### src/rtl/lfsr_stream.sv
// Fibonacci LFSR bit generator packing MSB-first words onto a valid/ready stream; stalls losslessly under backpressure.
// Define LFSR_PERIOD_CNT_EN to build the step counter and return-to-start detector (period_count/period_hit).
module lfsr_stream #(
  parameter int               WIDTH      = 32,
  parameter logic [WIDTH-1:0] TAPS       = WIDTH'(32'h8020_0003),
  parameter logic [WIDTH-1:0] RESET_SEED = WIDTH'(32'h0000_0001),
  parameter int               OUT_BITS   = 8
) (
  input  logic                clk,
  input  logic                reset,
  input  logic                enable,
  input  logic                load_seed,
  input  logic [WIDTH-1:0]    seed,
  output logic [OUT_BITS-1:0] out_data,
  output logic                out_valid,
  input  logic                out_ready,
  output logic                seed_err,
  output logic [WIDTH-1:0]    lfsr_state,
  output logic [WIDTH-1:0]    period_count,
  output logic                period_hit
);

  localparam int CW = $clog2(OUT_BITS + 1);

  if (WIDTH < 3) begin : g_bad_width
    $error("lfsr_stream: WIDTH must be at least 3");
  end
  if (TAPS[WIDTH-1] != 1'b1) begin : g_bad_taps
    $error("lfsr_stream: TAPS[WIDTH-1] must be set");
  end
  if (RESET_SEED == '0) begin : g_bad_seed
    $error("lfsr_stream: RESET_SEED must be nonzero");
  end
  if (OUT_BITS < 1 || OUT_BITS > WIDTH) begin : g_bad_out_bits
    $error("lfsr_stream: OUT_BITS must lie in 1..WIDTH");
  end

  logic [WIDTH-1:0]    state;
  logic [WIDTH-1:0]    state_nxt;
  logic [WIDTH-1:0]    seed_eff;
  logic [OUT_BITS-1:0] coll;
  logic [OUT_BITS-1:0] coll_nxt;
  logic [CW-1:0]       cnt;
  logic [CW-1:0]       cnt_nxt;
  logic                valid_r;
  logic                err_r;
  logic                fb;
  logic                step;
  logic                xfer;

  assign fb        = ^(state & TAPS);
  assign state_nxt = {state[WIDTH-2:0], fb};
  assign xfer      = valid_r & out_ready;
  assign step      = enable & ~load_seed & (~valid_r | out_ready);
  assign seed_eff  = (seed == '0) ? RESET_SEED : seed;

  // A transfer in the same step starts the next word with just the new bit.
  always_comb begin
    coll_nxt = '0;
    cnt_nxt  = '0;
    if (xfer) begin
      coll_nxt = OUT_BITS'(state[WIDTH-1]);
      cnt_nxt  = CW'(1);
    end else begin
      coll_nxt = (coll << 1) | OUT_BITS'(state[WIDTH-1]);
      cnt_nxt  = cnt + CW'(1);
    end
  end

  always_ff @(posedge clk or negedge reset) begin
    if (!reset) begin
      state   <= RESET_SEED;
      coll    <= '0;
      cnt     <= '0;
      valid_r <= 1'b0;
      err_r   <= 1'b0;
    end else if (load_seed) begin
      state   <= seed_eff;
      coll    <= '0;
      cnt     <= '0;
      valid_r <= 1'b0;
      err_r   <= (seed == '0);
    end else begin
      err_r <= 1'b0;
      if (step) begin
        state   <= state_nxt;
        coll    <= coll_nxt;
        cnt     <= cnt_nxt;
        valid_r <= (cnt_nxt == CW'(OUT_BITS));
      end else if (xfer) begin
        // Accepted while disabled: the stale word shifts out before the next one completes.
        valid_r <= 1'b0;
        cnt     <= '0;
      end
    end
  end

  assign out_data   = coll;
  assign out_valid  = valid_r;
  assign seed_err   = err_r;
  assign lfsr_state = state;

`ifdef LFSR_PERIOD_CNT_EN
  logic [WIDTH-1:0] start;
  logic [WIDTH-1:0] pcnt;
  logic             hit;

  always_ff @(posedge clk or negedge reset) begin
    if (!reset) begin
      start <= RESET_SEED;
      pcnt  <= '0;
      hit   <= 1'b0;
    end else if (load_seed) begin
      start <= seed_eff;
      pcnt  <= '0;
      hit   <= 1'b0;
    end else if (step) begin
      if (pcnt != '1) begin
        pcnt <= pcnt + WIDTH'(1);
      end
      hit <= (state_nxt == start);
    end else begin
      hit <= 1'b0;
    end
  end

  assign period_count = pcnt;
  assign period_hit   = hit;
`else
  assign period_count = '0;
  assign period_hit   = 1'b0;
`endif

endmodule

### config.mk
export PLATFORM = sky130hd
export DESIGN_NAME = lfsr_stream
export DESIGN_NICKNAME = d
export VERILOG_FILES = /design/src/rtl/lfsr_stream.sv
export SDC_FILE = /design/constraint.sdc
export NUM_CORES = 1
export LEC_CHECK = 0
export ABC_AREA = 1
export CAP_MARGIN = 25
export CORE_MARGIN = 2
export CORE_UTILIZATION = 46
export DETAILED_ROUTE_END_ITERATION = 12
export PLACE_DENSITY = 0.9
export SLEW_MARGIN = 15
export SYNTH_ARGS = -nofsm -noshare
export SYNTH_HDL_FRONTEND = slang
export SYNTH_SLANG_ARGS = --single-unit
### constraint.sdc
create_clock -name clk -period 3.1 [get_ports clk]
set_input_delay 0.62 -clock clk [delete_from_list [all_inputs] [get_ports clk]]
set_output_delay 0.62 -clock clk [all_outputs]
set_load 0.01 [all_outputs]
==> metrics.md, run 1 <==
| Metric | Value |
|---|---|
| Status | `complete, no violations` |
| Iter 0 DRT Violations | `136` |
| Leading area contributor after synthesis | `dfrtp_1` |
| Cells along the critical path | `clkdlybuf4s50_1 > inv_2 > buf_4 > o21ai_0 > o21ai_0 > o21ai_0` |
| Met1 Use GR | `0.2595` |
| CTS tree | `built` |
| Row cnt | `27` |
| Fin crit share | `0.7016` |
| CP startpoint kind | `primary input` |
| Finish-stage setup viols | `0` |
| Simple-Gate Fraction of Synth Area | `0.2159` |
| Crit path kind | `in2reg` |
| Worst setup EP type | `register` |
| CP max-delay cell | `clkdlybuf4s50_1` |
| Clock Path Buffers | `2` |
| # fillers | `about 450` |
| Vias in the first global route | `between 2000 and 2500` |
| Final HPWL DP | `between 4000 and 5000 um` |
| Most Used Layer, Global Route | `met2` |
| Die area | `between 6000 and 7000 um2` |
| Synth Area in Compound Gates | `0.1387` |
| Post-Synth Adder-Cell Area | `0.004919` |
| CTS sink count | `46` |
| Setup TNS | `0 ns` |
| Largest net degree at the start of global routing | `47` |
| Critical-path maximum fanout | `25` |
| Layout cells sized above 1 | `0.06015` |
| CTS Buf Count | `5` |
| Slew HR | `0.6493` |
| H-Tree Depth | `2` |
| Slowest Stage Delay on Critical Path | `between 0.6 and 0.7 ns` |
| Number of vias per cell | `about 5` |
| Antenna violations before repair | `0` |
| Total leakage power | `roughly 1.6 nW` |
| Final WL | `between 6000 and 7000 um` |
| PwrDens | `approximately 470 nW/um2` |
| IO Count | `between 100 and 150` |
| Clock root buffer master | `clkbuf_8` |
| Antenna Diode Count | `0` |
| M3 GR Usage | `0.05287` |
| TritonRoute pass-1 iters | `5` |
| Synthesized flop and latch total | `46` |
| Synthesis Warnings | `0` |
| Clock slew seen by the registers of the worst setup and hold paths | `0.09 ns` |
| Synthesized area | `about 2500 um2` |
| XOR/XNOR share of the synthesized area | `0` |
| # hold bufs at CTS | `0` |
| Antenna viol nets, final | `0` |
| First-pass GRT wire length | `~10000 um` |
| Req. time, crit path | `roughly 3.3 ns` |
| Largest family of logic cells by synthesized area | `simple AND/OR/NAND/NOR gates` |
| Post-CTS Repair Setup Buffers | `0` |
| Core area | `~5400 um2` |
| Die X | `between 70 and 80 um` |
| GRT Total Usage | `0.2086` |
| Global placer's final weighted congestion | `~0.79` |
| Die Height | `approximately 80 um` |
| Gr ovfl total | `0` |
| Hold crit path type | `in2async` |
| Met2 Track Usage GR | `0.3509` |
| DR WL/cell | `~13 um` |
| Nets | `about 440` |
| I/O Buffers | `between 70 and 80` |
| Max cap viols | `0` |
| Clock skew | `slightly above 0.008 ns` |
| Detailed-route via count | `~2300` |
| Area contributors post-synth | `dfrtp_1 (44%), buf_4 (9.7%), nand2_1 (9.6%)` |
| Top cell type's share of synthesized area | `0.4427` |
| Clk Latency, worst-skew pair | `about 0.30 ns` |
| Post-CTS Resized | `0` |
| Max Slew Vio Count | `0` |
| Final hold violation count | `0` |
| Final worst slack | `0.9251 ns` |
| Area delta synth->final | `33.05%` |
| Worst Max-Slew Pin Slew | `approximately 0.52 ns` |
| Worst slack at placement | `between 0.6 and 0.7 ns` |
| CP arrival | `2.35 ns` |
| Post-Synthesis Cells | `approximately 330` |
| Post-layout minimum cycle time | `2.175 ns` |
| Fmax | `0.4598 GHz` |
| VDD IR max | `roughly 0.36 mV` |
| RSZ-0062 raised after global routing | `false` |
| DRC Markers | `0` |
| Seq/Total Area, Yosys | `0.4530` |
| Multiplexer area fraction after synthesis | `0` |
| Syn avg cell area | `about 7.8 um2` |
| Starting Density | `0.4677` |
| Synth cell types | `24` |
| CP most frequent cell | `o21ai_0` |
sequential cells by signal (all words and copies together) (netlist names):
register	flops
lfsr_state	32
cnt	4
out_data	8
out_valid	1
seed_err	1
cells by family (layout without fill, tap and decap cells):
family / Yosys count / count (layout)
AOI/OAI and AO/OA: 63 / 63
adders and majority gates: 1 / 1
buffers and inverters: 86 / 128
DFF: 46 / 46
other: 1 / 33
and+or+nand+nor: 128 / 128
path summary, 6_finish.rpt:
path | from | end | slack, ns | depth (start not counted)
worst max-delay path | load_seed | lfsr_state[21] | 0.93 | 6
worst min-delay path | reset | lfsr_state[29] | 0.25 | 1
worst max register to register | out_valid | cnt[3] | 1.57 | 6
worst min register to register | out_data[7] | out_data[7] | 0.51 | 2
max in group asynchronous | reset | lfsr_state[0] | 2.29 | 2
min in group clk | out_data[7] | out_data[7] | 0.51 | 2
per-layer routing:
metal	wire (um)	part of all wire
met5	0	0
met2	3099	0.51
met1	2536	0.42
met4	129	0.021
met3	322	0.053
through the flow:
stage / util / power, mW / std cells / cell area [um2] / hold slack (ns)
3_5_place_dp: 0.5924 / 1.046 / 462 / 3222 / 0.4864
5_1_grt: 0.6223 / 1.666 / 471 / 3385 / 0.2681
6_report: 0.6223 / 1.589 / 471 / 3385 / 0.2511
4_1_cts: 0.6186 / 1.594 / 470 / 3364 / 0.5066
2_1_floorplan: - / 0.8856 / 357 / 2664 / 0.3244
3_3_place_gp: 0.5924 / 1.034 / 462 / 3222 / 0.4902
worst max-delay path: cells and delay by family:
family | cells | cell delay, ns
AOI/OAI and AO/OA | 3 | 0.32
buffers and inverters | 3 | 1.39
synthesized netlist by cell type:
cell      instances
dfrtp_1          45
inv_2             3
o21ai_2           3
nor3_1            1
buf_4            33
ha_1              1
nor2_1           31
nand2_1          65
nand4_1          11
a21oi_1           5
clkbuf_2          2
o221ai_1          4
conb_1            1
o21ai_0          32
buf_6             2
nand3_1          16
clkbuf_1          4
buf_2             7
o21ai_1          10
o22ai_1           9
inv_1            35
nand2_2           2
dfstp_2           1
nand2_4           2
power breakdown:
group / internal (mW) / switching, mW
Combinational: 0.170 / 0.178
Clock: 0.344 / 0.205
Sequential: 0.650 / 0.0423
Total: 1.16 / 0.426
cells in the final DEF (no fill, tap or decap), types with 9 or more instances in the layout:
cell type and instances:
nand3_1 16, conb_1 33, o21ai_1 10, nor2_1 31, o22ai_1 9, dfrtp_1 45
nand2_1 65, clkdlybuf4s50_1 77, o21ai_0 32, inv_1 35, nand4_1 11
final cells by class:
type                       instances  area (um2)  share of cell area
clock buffer                       6       82.58             0.02440
clock inverter                     2       60.06             0.01774
inverter                          38       142.6             0.04214
multi-input combinational        225        1039              0.3068
sequential                        46        1152              0.3405
tap                               72       90.09             0.02662
timing repair buffer              82       818.3              0.2418
Power figures use the tool's default switching activity.
==> run 2: changes to the inputs <==
--- a/config.mk
+++ b/config.mk
@@ -8,9 +8,9 @@
 export ABC_AREA = 1
 export CAP_MARGIN = 25
 export CORE_MARGIN = 2
-export CORE_UTILIZATION = 46
+export CORE_UTILIZATION = 38
 export DETAILED_ROUTE_END_ITERATION = 12
-export PLACE_DENSITY = 0.9
+export PLACE_DENSITY = 0.8
 export SLEW_MARGIN = 15
 export SYNTH_ARGS = -nofsm -noshare
 export SYNTH_HDL_FRONTEND = slang
==> constraint.sdc (replaced) <==
create_clock -name clk -period 1.7 [get_ports clk]
set_input_delay 0.34 -clock clk [delete_from_list [all_inputs] [get_ports clk]]
set_output_delay 0.34 -clock clk [all_outputs]
set_load 0.01 [all_outputs]
==> run 2 against run 1 <==
The run now ends with design-rule violations left; register-to-register slack got worse by 1.2 ns; non-clock buffer count rose by 8; combinational power grew 87%; critical path depth decreased by 5; setup slack got worse by 0.88 ns; sequential power grew 84%; via count rose by 1.9%; clock power increased by 52%.
==> metrics.md, run 2 (synthesized netlist as in run 1, its figures left out) <==
| Metric | Value |
|---|---|
| Final worst slack | `0.04882 ns (was 0.9251 ns)` |
| Worst setup EP type | `output port (was register)` |
| CTS sink count | `46 (unchanged)` |
| Final HPWL DP | `4779 um (was 4568 um)` |
| Max cap viols | `0 (unchanged)` |
| Core area | `6422 um2 (was 5439 um2)` |
| Buf+Inv Stages, Crit Path | `1 (was 3)` |
| Largest delay share family, worst path | `buffers and inverters (unchanged)` |
| Die Height | `85.82 um (was 78.36 um)` |
| First-pass GRT wire length | `10380 um (was 10160 um)` |
| Slowest Stage Delay on Critical Path | `0.58 ns (was 0.67 ns)` |
| Clock skew | `0.007025 ns (was 0.008317 ns)` |
| DRC Markers | `7 (was 0)` |
| Final Core Density | `0.5369 (was 0.6223)` |
| Status | `finished with violations (was complete, no violations)` |
| PwrDens | `798.4 nW/um2 (was 469.6 nW/um2)` |
| CTS tree | `built (unchanged)` |
| CP max-delay cell | `clkdlybuf4s50_1 (unchanged)` |
| Worst slack at placement | `-0.01791 ns (was 0.6654 ns)` |
| Failing checks | `design-rule violations` |
| Die X | `85.82 um (was 78.36 um)` |
| Area of the multi-input gates | `1039 um2 (unchanged)` |
| Max FFs per register | `32 (unchanged)` |
| Nets | `444 (was 436)` |
| I/O Buffers | `78 (unchanged)` |
| Fmax | `between 0.6 and 0.7 GHz` |
| Power Total | `2.753 mW (was 1.589 mW)` |
| Row cnt | `29 (was 27)` |
| Hold crit path type | `in2async (unchanged)` |
| CP arrival | `1.31 ns (was 2.35 ns)` |
| Clock root buffer master | `clkbuf_8 (unchanged)` |
| Commonest cells after routing, fill and taps aside | `clkdlybuf4s50_1 (76), nand2_1 (65), dfrtp_1 (44) (was clkdlybuf4s50_1 (77), nand2_1 (65), dfrtp_1 (45))` |
| Layout cells sized above 1 | `0.07862 (was 0.06015)` |
| Fin crit share | `0.9713` |
| Clock slew seen by the registers of the worst setup and hold paths | `0.09 ns (about the same)` |
| Post-CTS Repair Setup Buffers | `0 (unchanged)` |
| Final hold violation count | `0 (unchanged)` |
| # fillers | `617 (was 445)` |
| Largest net degree at the start of global routing | `31 (was 47)` |
| Critical-path maximum fanout | `5 (was 25)` |
| Antenna violations before repair | `0 (unchanged)` |
| Clock Path Buffers | `2 (unchanged)` |
| H-Tree Depth | `2 (unchanged)` |
| RSZ-0062 raised after global routing | `false (unchanged)` |
| Register area | `1154 um2 (was 1152 um2)` |
| Iter 0 DRT Violations | `140 (was 136)` |
| Gr ovfl total | `0 (unchanged)` |
| VDD IR max | `0.4430 mV (was 0.3567 mV)` |
| IO Count | `112 (unchanged)` |
| CP startpoint kind | `register (was primary input)` |
| Starting Density | `0.3961 (was 0.4677)` |
| Number of vias per cell | `4.884 (was 4.928)` |
| Clk Latency, worst-skew pair | `0.31 ns (was 0.30 ns)` |
| Crit path kind | `reg2out (was in2reg)` |
| Cells along the critical path | `clkdlybuf4s50_1 (was clkdlybuf4s50_1 > inv_2 > buf_4 > o21ai_0 > o21ai_0 > o21ai_0)` |
| Vias in the first global route | `2272 (was 2242)` |
| Die area | `7364 um2 (was 6140 um2)` |
| Req. time, crit path | `1.36 ns (was 3.27 ns)` |
| DR WL/cell | `12.98 um (was 12.93 um)` |
| GRT Total Usage | `0.1745 (was 0.2086)` |
| Finish-stage setup viols | `0 (unchanged)` |
| Max Slew Vio Count | `0 (unchanged)` |
| Post-layout minimum cycle time | `1.651 ns` |
| Antenna viol nets, final | `0 (unchanged)` |
| Global placer's final weighted congestion | `0.8555 (was 0.7935)` |
| TritonRoute pass-1 iters | `10 (was 5)` |
| Commonest non-fill, non-tap cell in the layout | `clkdlybuf4s50_1 (unchanged)` |
| Area delta synth->final | `35.56% (was 33.05%)` |
| Antenna Diode Count | `0 (unchanged)` |
| Detailed-route via count | `2364 (was 2321)` |
| CTS Buf Count | `5 (unchanged)` |
| Final WL | `6282 um (was 6088 um)` |
| Total leakage power | `1.608 nW (was 1.574 nW)` |
[run 2: area by class of cell]
| class | instances | area share |
|---|---|---|
| clock buffer | 5 | 0.01996 |
| sequential | 46 | 0.3345 |
| clock inverter | 3 | 0.01270 |
| timing repair buffer | 90 | 0.2623 |
| inverter | 38 | 0.04136 |
| tap | 77 | 0.02794 |
| multi-input combinational | 225 | 0.3012 |
[run 2: metrics by stage]
step | instances | hold slack [ns] | area [um2] | TNS [ns]
after floorplan | 357 | 0.04441 | 2664 | 0
after global placement | 475 | 0.2766 | 3326 | 0
after detailed placement | 475 | 0.2791 | 3326 | -0.01983
after CTS | 484 | 0.4736 | 3447 | 0
after global routing | 484 | 0.4838 | 3448 | 0
final | 484 | 0.4689 | 3448 | 0
[run 2: power breakdown]
group	switching, mW	internal (mW)
Sequential	0.0796	1.19
Combinational	0.327	0.324
Clock	0.396	0.441
Total	0.802	1.95
[run 2: what timing repair did]
item	CTS	global route
hold endpoints to repair	12	0
gates cloned	0	0
hold buffers	1	0
setup endpoints to repair	1	1
gates resized for setup	1	1
[run 2: path summary, 6_finish.rpt]
kind | from | cells after the start | end | slack [ns]
setup / recovery | lfsr_state[31] | 1 | lfsr_state[31] | 0.05
hold / removal | reset | 2 | lfsr_state[24] | 0.47
setup reg to reg | out_valid | 6 | cnt[3] | 0.41
hold reg to reg | out_data[7] | 2 | out_data[7] | 0.52
max in group asynchronous | reset | 3 | lfsr_state[1] | 0.70
min in group clk | out_data[7] | 2 | out_data[7] | 0.52
[run 2: routing by layer]
metal | vias to the layer above | GRT usage | routed length [um]
met3 | 14 | 0.04139 | 419
met4 | 0 | 0.06205 | 108
li1 | 1143 | - | -
met1 | 1102 | 0.2210 | 2708
met5 | - | 0 | 0
met2 | 105 | 0.2919 | 3045
==> run 3: changes to the inputs <==
--- a/config.mk
+++ b/config.mk
@@ -11,6 +11,7 @@
 export CORE_UTILIZATION = 38
 export DETAILED_ROUTE_END_ITERATION = 12
 export PLACE_DENSITY = 0.8
+export REMOVE_ABC_BUFFERS = 1
 export SLEW_MARGIN = 15
 export SYNTH_ARGS = -nofsm -noshare
 export SYNTH_HDL_FRONTEND = slang
==> run 3 against run 2 <==
The run still ends with design-rule violations left; largest power group unchanged; first-iteration DRC count rose by 30%; power fell by 5.6%; critical path depth did not move; setup slack improved by 0.010 ns; die area did not move; via count fell by 1.4%; non-clock buffer count fell by 2; cell area fell by 0.69%; core utilization fell by 0.37 points; maximum frequency rose by 0.62%; critical path type unchanged.
==> metrics.md, run 3 (synthesized netlist as in run 1, its figures left out) <==
| Metric | Value |
|---|---|
| Status | `finished with violations (unchanged)` |
| Failing checks | `design-rule violations (unchanged)` |
| Setup TNS | `0 ns (unchanged)` |
| Req. time, crit path | `1.36 ns (about the same)` |
| Iter 0 DRT Violations | `182 (was 140)` |
| Post-CTS Repair Setup Buffers | `0 (unchanged)` |
| Post-layout minimum cycle time | `1.641 ns (was 1.651 ns)` |
| CTS tree | `built (unchanged)` |
| Area delta synth->final | `34.63% (was 35.56%)` |
| Gr ovfl total | `0 (unchanged)` |
| Fin crit share | `0.9653 (was 0.9713)` |
| I/O Buffers | `78 (unchanged)` |
| CTS Buf Count | `5 (unchanged)` |
| Buf+Inv Stages, Crit Path | `1 (unchanged)` |
| Largest delay share family, worst path | `buffers and inverters (unchanged)` |
| Max cap viols | `0 (unchanged)` |
| PwrDens | `758.6 nW/um2 (was 798.4 nW/um2)` |
| Total leakage power | `1.594 nW (was 1.608 nW)` |
| Final WL | `6092 um (was 6282 um)` |
| Placed Area | `3323 um2 (was 3326 um2)` |
| Antenna Diode Count | `0 (unchanged)` |
| Critical-path maximum fanout | `5 (unchanged)` |
| Clock Path Buffers | `2 (unchanged)` |
| Critical path depth | `1 (unchanged)` |
| Clock root buffer master | `clkbuf_8 (unchanged)` |
| IO Count | `112 (unchanged)` |
| Fmax | `0.6094 GHz (was 0.6056 GHz)` |
| CP arrival | `1.30 ns (was 1.31 ns)` |
| First-pass GRT wire length | `10010 um (was 10380 um)` |
| VDD IR max | `0.3003 mV (was 0.4430 mV)` |
| Core area | `6422 um2 (unchanged)` |
| Commonest cells after routing, fill and taps aside | `clkdlybuf4s50_1 (76), nand2_1 (65), dfrtp_1 (44) (unchanged)` |
| Global placer's final weighted congestion | `0.7987 (was 0.8555)` |
| Detailed-route via count | `2331 (was 2364)` |
| Hold crit path type | `in2async (unchanged)` |
| Max Slew Vio Count | `0 (unchanged)` |
| Number of vias per cell | `4.836 (was 4.884)` |
| Commonest non-fill, non-tap cell in the layout | `clkdlybuf4s50_1 (unchanged)` |
| Largest net degree at the start of global routing | `46 (was 31)` |
| Clk Latency, worst-skew pair | `0.30 ns (was 0.31 ns)` |
| H-Tree Depth | `2 (unchanged)` |
| CP startpoint kind | `register (unchanged)` |
| Die area | `7364 um2 (unchanged)` |
| Antenna violations before repair | `0 (unchanged)` |
| Nets | `442 (was 444)` |
| Worst setup EP type | `output port (unchanged)` |
| Crit path kind | `reg2out (unchanged)` |
| Cell area after layout | `3425 um2 (was 3448 um2)` |
| Max FFs per register | `32 (unchanged)` |
| CTS sink count | `46 (unchanged)` |
| Clock skew | `0.004979 ns (was 0.007025 ns)` |
| Row cnt | `29 (unchanged)` |
| Antenna viol nets, final | `0 (unchanged)` |
| DR WL/cell | `12.64 um (was 12.98 um)` |
| Clock slew seen by the registers of the worst setup and hold paths | `0.08 ns (was 0.09 ns)` |
| Slowest Stage Delay on Critical Path | `0.57 ns (was 0.58 ns)` |
| R2R depth | `6 (unchanged)` |
| Die X | `85.82 um (unchanged)` |
| Vias in the first global route | `2174 (was 2272)` |
| Die Height | `85.82 um (unchanged)` |
| Finish-stage setup viols | `0 (unchanged)` |
| Final HPWL DP | `4537 um (was 4779 um)` |
| Layout cells sized above 1 | `0.07160 (was 0.07862)` |
| Starting Density | `0.3961 (unchanged)` |
| # fillers | `587 (was 617)` |
| TritonRoute pass-1 iters | `10 (unchanged)` |
| Cells along the critical path | `clkdlybuf4s50_1 (unchanged)` |
| Final hold violation count | `0 (unchanged)` |
| CP max-delay cell | `clkdlybuf4s50_1 (unchanged)` |
| RSZ-0062 raised after global routing | `false (unchanged)` |
| DRC Markers | `3 (was 7)` |
| GRT Total Usage | `0.1684 (was 0.1745)` |
[run 3: cell count changes in the layout (fill, tap and decap cells not counted)]
cell,change
clkbuf_8,+1
bufinv_16,-1
clkbuf_1,+1
inv_6,-1
buf_4,-3
buf_12,+1
[run 3: power breakdown]
part | total, mW | internal (mW) | switching [mW]
registers | 1.26 | 1.19 | 0.0743
clock network | 0.689 | 0.328 | 0.360
logic | 0.649 | 0.324 | 0.324
total | 2.60 | 1.84 | 0.759
[run 3: path summary, 6_finish.rpt]
check | slack [ns] | from | end
max | 0.06 | lfsr_state[1] | lfsr_state[1]
min | 0.52 | reset | lfsr_state[27]
max reg2reg | 0.36 | out_valid | cnt[2]
min reg2reg | 0.52 | lfsr_state[11] | lfsr_state[11]
max in group asynchronous | 0.61 | reset | lfsr_state[0]
min in group clk | 0.52 | lfsr_state[11] | lfsr_state[11]
[run 3: per-stage QoR]
stage          setup WS [ns]  hold slack, ns  cells    util  total power, mW
3_5_place_dp        -0.02628          0.3141    473  0.5174            1.929
4_1_cts              0.03004          0.5234    482  0.5330            2.613
6_report             0.05905          0.5182    482  0.5332            2.598
5_1_grt             0.001898          0.5535    482  0.5332            2.742
2_1_floorplan         0.1593         0.04441    309       -            1.536
3_3_place_gp         0.04254          0.3048    473  0.5174            1.916
[run 3: timing repair]
item                                    4_1_cts  5_1_grt
cloned                                        0        0
hold endpoints to repair                     18        0
pin swaps                                     0        0
endpoints found under the setup margin        1        1
resized for setup                             1        1
hold buffers                                  1        0
[run 3: final cells by class]
| cell class | instances | area (um2) | area share |
|---|---|---|---|
| Clock buffer | 7 | 86.33 | 0.02521 |
| Sequential cell | 46 | 1154 | 0.3369 |
| Clock inverter | 1 | 5.005 | 0.001461 |
| Inverter | 38 | 142.6 | 0.04165 |
| Multi-Input combinational cell | 225 | 1039 | 0.3033 |
| Tap cell | 77 | 96.34 | 0.02813 |
| Timing Repair Buffer | 88 | 902.1 | 0.2634 |
[run 3: per-layer routing]
layer / track usage / wire length [um]
met1: 0.2257 / 2672
met2: 0.2805 / 2991
met3: 0.03272 / 363
met4: 0.04329 / 65
met5: 0 / 0
